[config.mk]
export PLATFORM = sky130hd
export DESIGN_NAME = fetch_stage
export DESIGN_NICKNAME = d
export VERILOG_FILES = /design/src/rtl/fetch_stage.sv
export SDC_FILE = /design/constraint.sdc
export NUM_CORES = 1
export LEC_CHECK = 0
export CAP_MARGIN = 20
export CORE_AREA = 2 2 203 205
export CTS_BUF_LIST = sky130_fd_sc_hd__clkbuf_2 sky130_fd_sc_hd__clkbuf_4 sky130_fd_sc_hd__clkbuf_8
export CTS_CLUSTER_SIZE = 14
export DETAILED_ROUTE_END_ITERATION = 6
export DIE_AREA = 0 0 205 207
export GPL_ROUTABILITY_DRIVEN = 1
export PLACE_DENSITY_LB_ADDON = 0.1
export SYNTH_ARGS = -nofsm -noshare
export SYNTH_HDL_FRONTEND = slang
export SYNTH_SLANG_ARGS = --single-unit
[constraint.sdc]
create_clock -name clk -period 7.74 [get_ports clk]
set_clock_uncertainty 0.2 [all_clocks]
set_input_delay 1.548 -clock clk [delete_from_list [all_inputs] [get_ports clk]]
set_output_delay 1.548 -clock clk [all_outputs]
set_load 0.01 [all_outputs]
[src/rtl/fetch_stage.sv]
// fetch_stage: RV64 instruction-fetch stage; owns the PC and loads the IF/ID register
// from a combinational instruction memory, with stall, branch/trap redirect and fault hold.
module fetch_stage #(
    parameter int              XLEN      = 64,
    parameter logic [XLEN-1:0] RESET_VEC = '0,
    parameter logic [31:0]     NOP_INSTR = 32'h00000013
) (
    input  logic            clk,
    input  logic            rst,
    input  logic            stall,
    input  logic            br_taken,
    input  logic [XLEN-1:0] br_target,
    input  logic            trap_en,
    input  logic [XLEN-1:0] trap_target,
    output logic [XLEN-1:0] pc_addr,
    input  logic [31:0]     imem_instr,
    input  logic            imem_exc_en,
    input  logic [3:0]      imem_exc_code,
    input  logic [XLEN-1:0] imem_exc_val,
    output logic            id_valid,
    output logic [XLEN-1:0] id_pc,
    output logic [31:0]     id_instr,
    output logic            id_exc_en,
    output logic [3:0]      id_exc_code,
    output logic [XLEN-1:0] id_exc_val,
    output logic [XLEN-1:0] fetch_cnt
);
    localparam logic [1:0] BOOT = 2'd0, RUN = 2'd1, FAULT_HOLD = 2'd2;
    logic [1:0]      state_q;
    logic [XLEN-1:0] pc_q;
    logic            misal, fault;
    logic [3:0]      f_code;
    logic [XLEN-1:0] f_val;
    assign pc_addr = pc_q;
    // misalignment outranks a memory fault in both cause and value
    always_comb begin
        misal  = |pc_q[1:0];
        fault  = misal | imem_exc_en;
        f_code = misal ? 4'd0 : (imem_exc_en ? imem_exc_code : 4'd0);
        f_val  = misal ? pc_q : (imem_exc_en ? imem_exc_val : '0);
    end
    always_ff @(posedge clk) begin
        if (rst) begin
            pc_q        <= RESET_VEC;
            state_q     <= BOOT;
            id_valid    <= 1'b0;
            id_pc       <= '0;
            id_instr    <= NOP_INSTR;
            id_exc_en   <= 1'b0;
            id_exc_code <= 4'd0;
            id_exc_val  <= '0;
            fetch_cnt   <= '0;
        end else if (trap_en || br_taken) begin
            pc_q        <= trap_en ? trap_target : br_target;
            state_q     <= RUN;
            id_valid    <= 1'b0;
            id_instr    <= NOP_INSTR;
            id_exc_en   <= 1'b0;
            id_exc_code <= 4'd0;
            id_exc_val  <= '0;
        end else if (!stall) begin
            if (state_q == RUN) begin
                id_valid    <= 1'b1;
                id_pc       <= pc_q;
                id_instr    <= fault ? NOP_INSTR : imem_instr;
                id_exc_en   <= fault;
                id_exc_code <= f_code;
                id_exc_val  <= f_val;
                fetch_cnt   <= fetch_cnt + XLEN'(1);
                if (fault) state_q <= FAULT_HOLD;
                else pc_q <= pc_q + XLEN'(4);
            end else begin
                id_valid    <= 1'b0;
                id_instr    <= NOP_INSTR;
                id_exc_en   <= 1'b0;
                id_exc_code <= 4'd0;
                id_exc_val  <= '0;
                if (state_q == BOOT) state_q <= RUN;
            end
        end
    end
endmodule

# == Yosys cells after proc, flatten, opt, wreduce, memory -nomap -nowiden ==
# Cells that the tools add are included.
# totals
input_bits,234
word_cells,51
register_bits,296
output_inout_bits,294
# classes
bitwise,3
eq_ne,5
mux,20
add_sub_neg,2
reduce_logical,11
# ops
cell,count
$mux W64,8
$add A64 B1 Y64 const B,1
$add A64 B3 Y64 const B,1
$mux W32,2
$mux W4,3
$reduce_and A3 Y1,4
$mux W2,3
$mux W1,4
$ne A2 B1 Y1 const B,2
$reduce_bool A2 Y1,2
$reduce_or A2 Y1,2
$ne A3 B3 Y1 const B,1
$reduce_bool A3 Y1,1
$eq A2 B1 Y1 const B,1
$logic_not A2 Y1,1
$ne A2 B2 Y1 const B,1
$not A1 Y1,2
$logic_or A1 B1 Y1,1
$or A1 B1 Y1,1

# == Longest topological paths before layout ==
# Gate-level depths: netlist (run 1).
# logic_depth
depth_word,6
mapped_depth,9
depth_no_buf,7

# == Worst setup path before layout (run 1) ==
# Ideal clock, no wire load.
# synth_path
kind,input -> register
startpoint,input stall
endpoint,"register pc_q[44], in the netlist pc_addr[44]"
t_arrival_ns,3.730
required_time_ns,7.405
n_path_buf,3
cell_stages,9
setup_time_ns,0.135
path_slack_ns,3.675
path_cell_list,or3b_1 buf_2 or4_1 clkbuf_1 or3_1 buf_2 o31a_1 o31ai_1 a21oi_1
# synth_between
elab_chain_cells,2
# synth_lines
element,line,source
start: declaration,10,"input logic stall,"
$ne A2 B1 Y1 (no line),n/a,
$reduce_and A3 Y1 (no line),n/a,
end signal: assignment,54,pc_q <= trap_en ? trap_target : br_target;
end signal: assignment,71,else pc_q <= pc_q + XLEN'(4);
end: declaration,30,logic [XLEN-1:0] pc_q;
# Every way passes these cells.
# A chain may end at the register's enable or synchronous reset.

# == Worst setup path in the final report (run 1) ==
# layout_path
startpoint,input stall
endpoint,register fetch_cnt[57]
# layout_between
elab_chain_cells,2
# layout_lines
element,line,source
$not A1 Y1 (no line),n/a,
$reduce_and A3 Y1 (no line),n/a,
end signal: assignment,69,fetch_cnt <= fetch_cnt + XLEN'(1);
end: declaration,26,output logic [XLEN-1:0] fetch_cnt
# Every way passes these cells.

==> impl_metrics.toml, run 1 <==
[clocking]
clkTransAtPathRegs_ps = 60
clock_sinks = 296
hold_buffers = 0
postCtsSetupBuffers = 0
cts_tree = "yes"
clk_root_buffer_cell = "clkbuf_8"
numCtsBuffers = 53
clkLatencyLatePin_ps = 640
htree_num_levels = 2
clk_path_buf_depth = 3
cts_resized = 0

[grt]
grt_max_degree = 95
grt_pass1_wl_um = 88170
grt_usage_pct = 26.93
grt_pass1_vias = 14070
overflow = 0
antenna_found_initial = 10

[floorplanning]
dieArea_mm2 = 0.04244
die_y_um = 207
io_pins = 528
row_count = 74
die_w_um = 205
initial_core_util_pct = 33.11
coreArea_mm2 = 0.04037

[timing]
fmax_mhz = 220.1
period_share_pct = 58.69
report.final.slew_viol_count = 0
hold_viol = 0
rsz0062_at_grt = "false"
finalCriticalPeriod_ps = 4543
final-setup-viol-count = 0
max-slew-margin-rel_pct = 30.38
worst_pin_slew_ps = 1044
worst_hold_slack_ps = 253.3
tns_ps = 0

[logic_synthesis]
seq_area_frac_synth_pct = 44.34
synth_flop_cell = "dfxtp_1"
synth-edff-count = 0
synth_area_mm2 = 0.01337
synth_cell_type_count = 54
syn-instance-count = 1743
ys_top_cells_by_area = "dfxtp_1 44%, nand2_1 9.4%, a21oi_1 9.4%, nor2_1 5.5%, clkbuf_1 3.4%"
yosysMostFrequentCell = "nand2_1"
avgSynthCellArea_um2 = 7.668
synth_warnings = 0
synth_top_family_by_area = "simple AND/OR/NAND/NOR gates"
synthXorXnorAreaFrac_pct = 5.963
ys_ff_latch = 296
yosys.area_share.simple_pct = 25.92
synth_common_cells = "335 x nand2_1, 296 x dfxtp_1, 250 x a21oi_1"
synth_top_area_share_pct = 44.34
synth_mux_area_share_pct = 0.8238
synth_nets = 1979
synth_compound_gate_area_share_pct = 18.27
synth_top_area_cell = "dfxtp_1"
synthAdderAreaFrac_pct = 0.1872
async_flop_share_pct = 0

[setup_path]
crit_required_ps = 8090
critPathMaxFanout = 38
cp_num_buf_inv = 1
crit_path_top_delay_cell = "nor4b_4"
worstSetupPathType = "in2reg"
end_kind = "flip-flop"
critPathTopFamily = "simple AND/OR/NAND/NOR gates"
path_cells = "buf_4, or3b_1, nor4_4, nor4b_4, nand4b_1, or3_1, a21oi_1"
critPathMaxStageDelay_ps = 910
start_kind = "input port"
r2r_slack_ps = 4110
cp.arrival_ps = 4890

[cells_and_area]
syn_to_final_growth_pct = 50.37
fillers = 4086
finish.instance_area_mm2 = 0.02010
fin_nets = 2446
drive_gt1_share_pct = 5.838

[power]
cellLeakagePower_uw = 0.006858
peakVddDrop_mv = 0.1121
p_per_area_mw_per_mm2 = 179.9

[route]
wl_per_cell_um = 21.26
ant_nets = 0
dr_total_vias = 14570
drt-total-wl_um = 59110
viasPerCell = 5.239
drtIter0Drc = 743
route.detailed.drc = 0
drtPass1Iterations = 5

[status]
outcome = "finished clean"

[placed_design]
globalplace.congestion = 0.8593
dp_hpwl_um = 41390
place_area_mm2 = 0.01898
io_buffers = 527

[min_path]
hold_path.class = "reg2reg"

[job]
max-cap-violations = 0
worst paths after layout:
kind,from,end,depth (start not counted)
max,stall,fetch_cnt[57],7
min,id_pc[42],id_pc[42],2
max reg2reg,state_q[0],fetch_cnt[57],6
min reg2reg,id_pc[42],id_pc[42],2
where the power goes:
group / switching [uW] / total, uW / internal, uW
registers: 71.5 / 1630 / 1560
logic: 224 / 449 / 226
clock network: 663 / 1540 / 873
placed cells by master, fill, tap and decap left out, drive strengths merged, types with 3 or more instances in the layout:
| cell | count |
|---|---|
| a211oi | 14 |
| a21oi | 250 |
| a222oi | 5 |
| a22oi | 49 |
| and2 | 5 |
| and3 | 17 |
| and4 | 16 |
| buf | 24 |
| clkbuf | 86 |
| clkdlybuf4s50 | 523 |
| dfxtp | 296 |
| diode | 4 |
| inv | 23 |
| mux2i | 11 |
| nand2 | 335 |
| nand3 | 54 |
| nand4 | 48 |
| nand4b | 3 |
| nor2 | 195 |
| nor2b | 8 |
| nor3 | 28 |
| nor4 | 18 |
| nor4b | 3 |
| o21a | 7 |
| o21ai | 44 |
| o221ai | 4 |
| o22ai | 28 |
| o31ai | 8 |
| or2 | 3 |
| or3 | 16 |
| or4 | 6 |
| xnor2 | 42 |
| xor2 | 49 |
layout make-up:
type                            count  area [um^2]  share of cell area, %
Antenna cell                        4        10.01                0.04980
Sequential cell                   296         5926                  29.48
Timing Repair Buffer              547         5420                  26.97
Clock buffer                       86         1084                  5.391
Inverter                           23        86.33                 0.4296
Clock inverter                      3        17.52                0.08716
Tap cell                          532        665.6                  3.312
Multi-Input combinational cell   1289         6889                  34.28
worst register-to-register path, cell delays in order (launching register included):
cell      delay (ps)
dfxtp_1          340
or3b_1           630
nor4_4           550
nor4b_4          910
nand4b_1         370
or3_1            400
a21oi_1          150
metal layers:
metal  share of wire (%)  track usage (%)  routed length, um  vias to the layer above
li1                    -                -                  -                     6976
met1                  41            33.07              24400                     6964
met2                  48            45.13              28480                      512
met3                 8.0            7.489               4748                       99
met4                 2.4            9.080               1394                       14
met5                0.16                0                 92                        -
through the flow:
stage	power [uW]	worst slack (ps)	utilization (%)	std cells
global route	3763	2985	49.78	2779
global placement	2106	2538	47.01	2686
detailed placement	2112	2389	47.01	2686
floorplan	1828	3675	-	1743
CTS	3660	3078	49.73	2775
finish	3615	3197	49.79	2780
cell families after synthesis:
family,Yosys count
AOI/OAI and AO/OA,423
adders and majority gates,2
buffers and inverters,158
DFF,296
muxes,11
and+or+nand+nor,762
xor gates and xnor gates,91
flip-flops by register name, indices dropped and copies added, names as in the netlist:
name / flops
fetch_cnt: 64
id_exc_code: 4
id_exc_en: 1
id_exc_val: 64
id_instr: 32
id_pc: 64
id_valid: 1
pc_addr: 64
state_q: 2
Note: power is estimated with default switching activity, not from simulation.
==> run 2, diff against run 1 <==
clock period = 4.5 ns   (was 7.74 ns; I/O delays follow)
==> run 2 against run 1 <==
  * First-iteration DRC count up 39%
  * Total power up 73%
  * Cell area up 1.1%
  * Critical path depth unchanged
  * Largest power group unchanged
  * Sequential power up 71%
  * Largest cell class unchanged
  * Wire length about the same
  * Core utilization up 0.55 points
  * Via count up 0.26%
  * Cell count up 1.0%
  * Sequential share of layout area down 0.32 points
  * Count of clock-buffer cells in the layout unchanged
==> impl_metrics.toml, run 2 (same netlist as run 1, synthesis figures left out) <==
[clocking]
clkTransAtPathRegs_ps = 60
htree_num_levels = 2
cts_resized = 0
clock_sinks = 296
numCtsBuffers = 54
clkLatencyLatePin_ps = 640
clk_path_buf_depth = 3
postCtsSetupBuffers = 0
hold_buffers = 0
cts_tree = "yes"
clk_root_buffer_cell = "clkbuf_8"

[min_path]
hold_path.class = "reg2reg"
hold_path.startpoint = "id_pc[8]"

[setup_path]
path_cells = "ha_1, nand4_1, or4_1, or3_1, o31a_1, o31ai_1, a21oi_1"
r2r-start = "pc_addr[2]"
start_kind = "flip-flop"
cp.arrival_ps = 3770
end_kind = "flip-flop"
critPathMaxFanout = 7
worstSetupPathType = "reg2reg"
critPathMaxStageDelay_ps = 790
crit_required_ps = 4790
startpoint = "pc_addr[2]"
crit_path_top_delay_cell = "or4_1"

[floorplanning]
io_pins = 528
die_y_um = 207
dieArea_mm2 = 0.04244
row_count = 74
coreArea_mm2 = 0.04037
die_w_um = 205
initial_core_util_pct = 33.11

[grt]
grt_pass1_wl_um = 88090
grt_usage_pct = 27.00
overflow = 0
antenna_found_initial = 14
grt_max_degree = 184
grt_pass1_vias = 14200

[cells_and_area]
fin_nets = 2468
finish.instance_area_mm2 = 0.02032
drive_gt1_share_pct = 6.793
layout_commonest_cell = "clkdlybuf4s50_1"
fillers = 4034
syn_to_final_growth_pct = 52.03
final_cell_mix = "523 x clkdlybuf4s50_1, 332 x nand2_1, 296 x dfxtp_1, 250 x a21oi_1, 191 x nor2_1"

[job]
max-cap-violations = 0

[route]
ant_nets = 0
drtIter0Drc = 1036
dr_total_vias = 14600
viasPerCell = 5.199
route.detailed.drc = 0
drtPass1Iterations = 6
drt-total-wl_um = 59050
wl_per_cell_um = 21.02

[timing]
layout_setup_ws_ps = 1013
hold_viol = 0
fmax_mhz = 286.8
max-slew-margin-rel_pct = 23.86
tns_ps = 0
final-setup-viol-count = 0
rsz0062_at_grt = "false"
report.final.slew_viol_count = 0
worst_pin_slew_ps = 1142
period_share_pct = 77.50
finalCriticalPeriod_ps = 3487

[status]
outcome = "finished clean"

[placed_design]
io_buffers = 527
place_area_mm2 = 0.01919
pre_cts_ws_ps = 501.3
dp_hpwl_um = 42190
globalplace.congestion = 0.8947

[power]
peakVddDrop_mv = 0.1981
cellLeakagePower_uw = 0.006986
p_per_area_mw_per_mm2 = 308.0
==> run 2: critical path, delay by kind of cell, from the launching register on <==
family                   cells  cell delay, ps
AND/OR/NAND/NOR              3            1680
AO/OA/AOI/OAI                3             660
flip-flops                   1             500
adder cells (fa/ha/maj)      1             290
==> run 2: stage by stage <==
| stage | cells | total power (uW) | hold WS [ps] | util, % |
|---|---|---|---|---|
| after global routing | 2808 | 6520 | 272.3 | 50.33 |
| after global placement | 2707 | 3646 | 242.0 | 47.46 |
| final | 2809 | 6259 | 251.9 | 50.33 |
| after detailed placement | 2708 | 3657 | 246.1 | 47.53 |
| after floorplan | 1743 | 3145 | 277.0 | - |
| after CTS | 2799 | 6339 | 253.4 | 50.27 |
==> run 2: layer usage <==
layer | track usage (%) | vias up | routed length [um]
met4 | 9.898 | 6 | 1548
met2 | 44.96 | 593 | 28370
met5 | 0 | - | 40
met3 | 8.291 | 102 | 5220
li1 | - | 7038 | -
met1 | 32.61 | 6864 | 23880
==> run 2: area by class of cell <==
| type | count | area [um^2] | area share (%) |
|---|---|---|---|
| Antenna cell | 10 | 25.02 | 0.1232 |
| Clock buffer | 86 | 1077 | 5.302 |
| Clock inverter | 5 | 31.28 | 0.1539 |
| Inverter | 23 | 86.33 | 0.4249 |
| Multi-Input combinational cell | 1289 | 6889 | 33.90 |
| Sequential cell | 296 | 5926 | 29.16 |
| Tap cell | 532 | 665.6 | 3.276 |
| Timing Repair Buffer | 568 | 5619 | 27.65 |
==> run 2: path summary, 6_finish.rpt <==
| kind | to | slack (ps) | cells past startpoint |
|---|---|---|---|
| min | id_pc[8] | 250 | 2 |
| max reg2reg | pc_addr[44] | 1010 | 7 |
| min reg2reg | id_pc[8] | 250 | 2 |
| max | pc_addr[44] | 1010 | 7 |
==> run 2: power breakdown <==
group	switching [uW]	total, uW	internal [uW]
clock network	1160	2660	1500
registers	110	2790	2680
logic	405	812	407
==> run 3, diff against run 2 <==
clock period = 3.1 ns   (was 4.5 ns; I/O delays follow)
==> run 3 against run 2 <==
  * Wire length grew 1.3%
  * Worst setup slack worse by 740 ps
  * Highest routed layer unchanged
  * Hold slack lost 120 ps
  * Sequential share of layout area down 0.77 points
  * Core utilization is 1.4 points higher
  * Total power grew 47%
  * Non-clock buffer count is 75 higher
  * Clock power increased by 46%
==> impl_metrics.toml, run 3 (same netlist as run 1, synthesis figures left out) <==
[route]
drt-total-wl_um = 59810
wl_per_cell_um = 20.77
route.detailed.drc = 0
drtIter0Drc = 952
drtPass1Iterations = 7
ant_nets = 0
viasPerCell = 5.195
dr_total_vias = 14960

[power]
p_per_area_mw_per_mm2 = 440.6
peakVddDrop_mv = 0.2951
p_total_uw = 9195
cellLeakagePower_uw = 0.007355

[placed_design]
dp_hpwl_um = 43480
globalplace.congestion = 0.8603
io_buffers = 527
dp.cells = 2783

[clocking]
cts_tree = "yes"
postCtsSetupBuffers = 0
clk_path_buf_depth = 3
htree_num_levels = 2
cts_resized = 0
clkLatencyLatePin_ps = 640
numCtsBuffers = 53
clk_root_buffer_cell = "clkbuf_8"
clock_sinks = 296
clkTransAtPathRegs_ps = 60
hold_buffers = 0

[grt]
antenna_found_initial = 14
grt_pass1_wl_um = 89080
grt_max_degree = 81
overflow = 0
grt_pass1_vias = 14520
grt_usage_pct = 27.24

[floorplanning]
initial_core_util_pct = 33.11
io_pins = 528
coreArea_mm2 = 0.04037
die_w_um = 205
dieArea_mm2 = 0.04244
die_y_um = 207
row_count = 74

[setup_path]
worstSetupPathType = "in2reg"
rr_worst_depth = 7
start_kind = "input port"
cp.arrival_ps = 3120
end_kind = "flip-flop"
crit_required_ps = 3400
critPathMaxFanout = 5

[timing]
finalCriticalPeriod_ps = 2824
period_share_pct = 91.11
worst_hold_slack_ps = 135.4
max-slew-margin-rel_pct = 35.91
rsz0062_at_grt = "false"
worst_pin_slew_ps = 961.3
hold_viol = 0
final-setup-viol-count = 0
fmax_mhz = 354.0
report.final.slew_viol_count = 0

[job]
max-cap-violations = 0

[min_path]
hold_path.class = "in2reg"
hold_path_depth = 2

[cells_and_area]
layout_commonest_cell = "clkdlybuf4s50_1"
stdcell_count = 2879
fin_nets = 2542
final_cell_mix = "523 x clkdlybuf4s50_1, 332 x nand2_1, 296 x dfxtp_1, 250 x a21oi_1, 191 x nor2_1"
drive_gt1_share_pct = 9.778
syn_to_final_growth_pct = 56.13

[status]
outcome = "finished clean"
==> run 3: critical path, stage by stage <==
cell	delay, ps
clkdlybuf4s50_1	430
or3_1	340
or4_1	640
or3_1	500
buf_4	190
nor3_1	170
xnor2_1	150
o22ai_1	90
==> run 3: final timing paths <==
check | from | end | slack, ps
hold reg to reg | id_pc[3] | id_pc[3] | 250
setup reg to reg | state_q[1] | pc_addr[32] | 300
hold / removal | rst | pc_addr[1] | 140
setup / recovery | imem_exc_en | pc_addr[32] | 280
==> run 3: power by group <==
part / switching, uW / total (uW) / leakage, uW / internal (uW)
logic: 693 / 1350 / 0.00436 / 656
registers: 68.1 / 3960 / 0.00240 / 3890
clock network: 1700 / 3890 / 0.000595 / 2190
==> run 3: layer usage <==
layer | GRT usage (%) | share of wire, % | vias up
met2 | 45.56 | 48 | 579
li1 | - | - | 7176
met4 | 10.34 | 3.2 | 14
met3 | 7.835 | 8.9 | 131
met1 | 32.91 | 40 | 7055
met5 | 0 | 0.18 | -
==> run 3: metrics by stage <==
stage	utilization [%]	setup slack [ps]	cell area, um^2	TNS [ps]
CTS	51.66	318.3	20860	0
detailed placement	48.89	-373.2	19740	-2512
global route	51.69	184.0	20870	0
floorplan	-	18.69	13380	0
finish	51.69	275.5	20870	0
global placement	48.89	-379.3	19740	-2096
==> run 3: area by class of cell <==
| type | count | area, um^2 |
|---|---|---|
| Multi-Input combinational cell | 1289 | 6884 |
| Clock inverter | 6 | 36.28 |
| Clock buffer | 85 | 1082 |
| Antenna cell | 5 | 12.51 |
| Timing Repair Buffer | 643 | 6175 |
| Sequential cell | 296 | 5926 |
| Inverter | 23 | 86.33 |
| Fill cell | 3970 | 19500 |
| Tap cell | 532 | 665.6 |
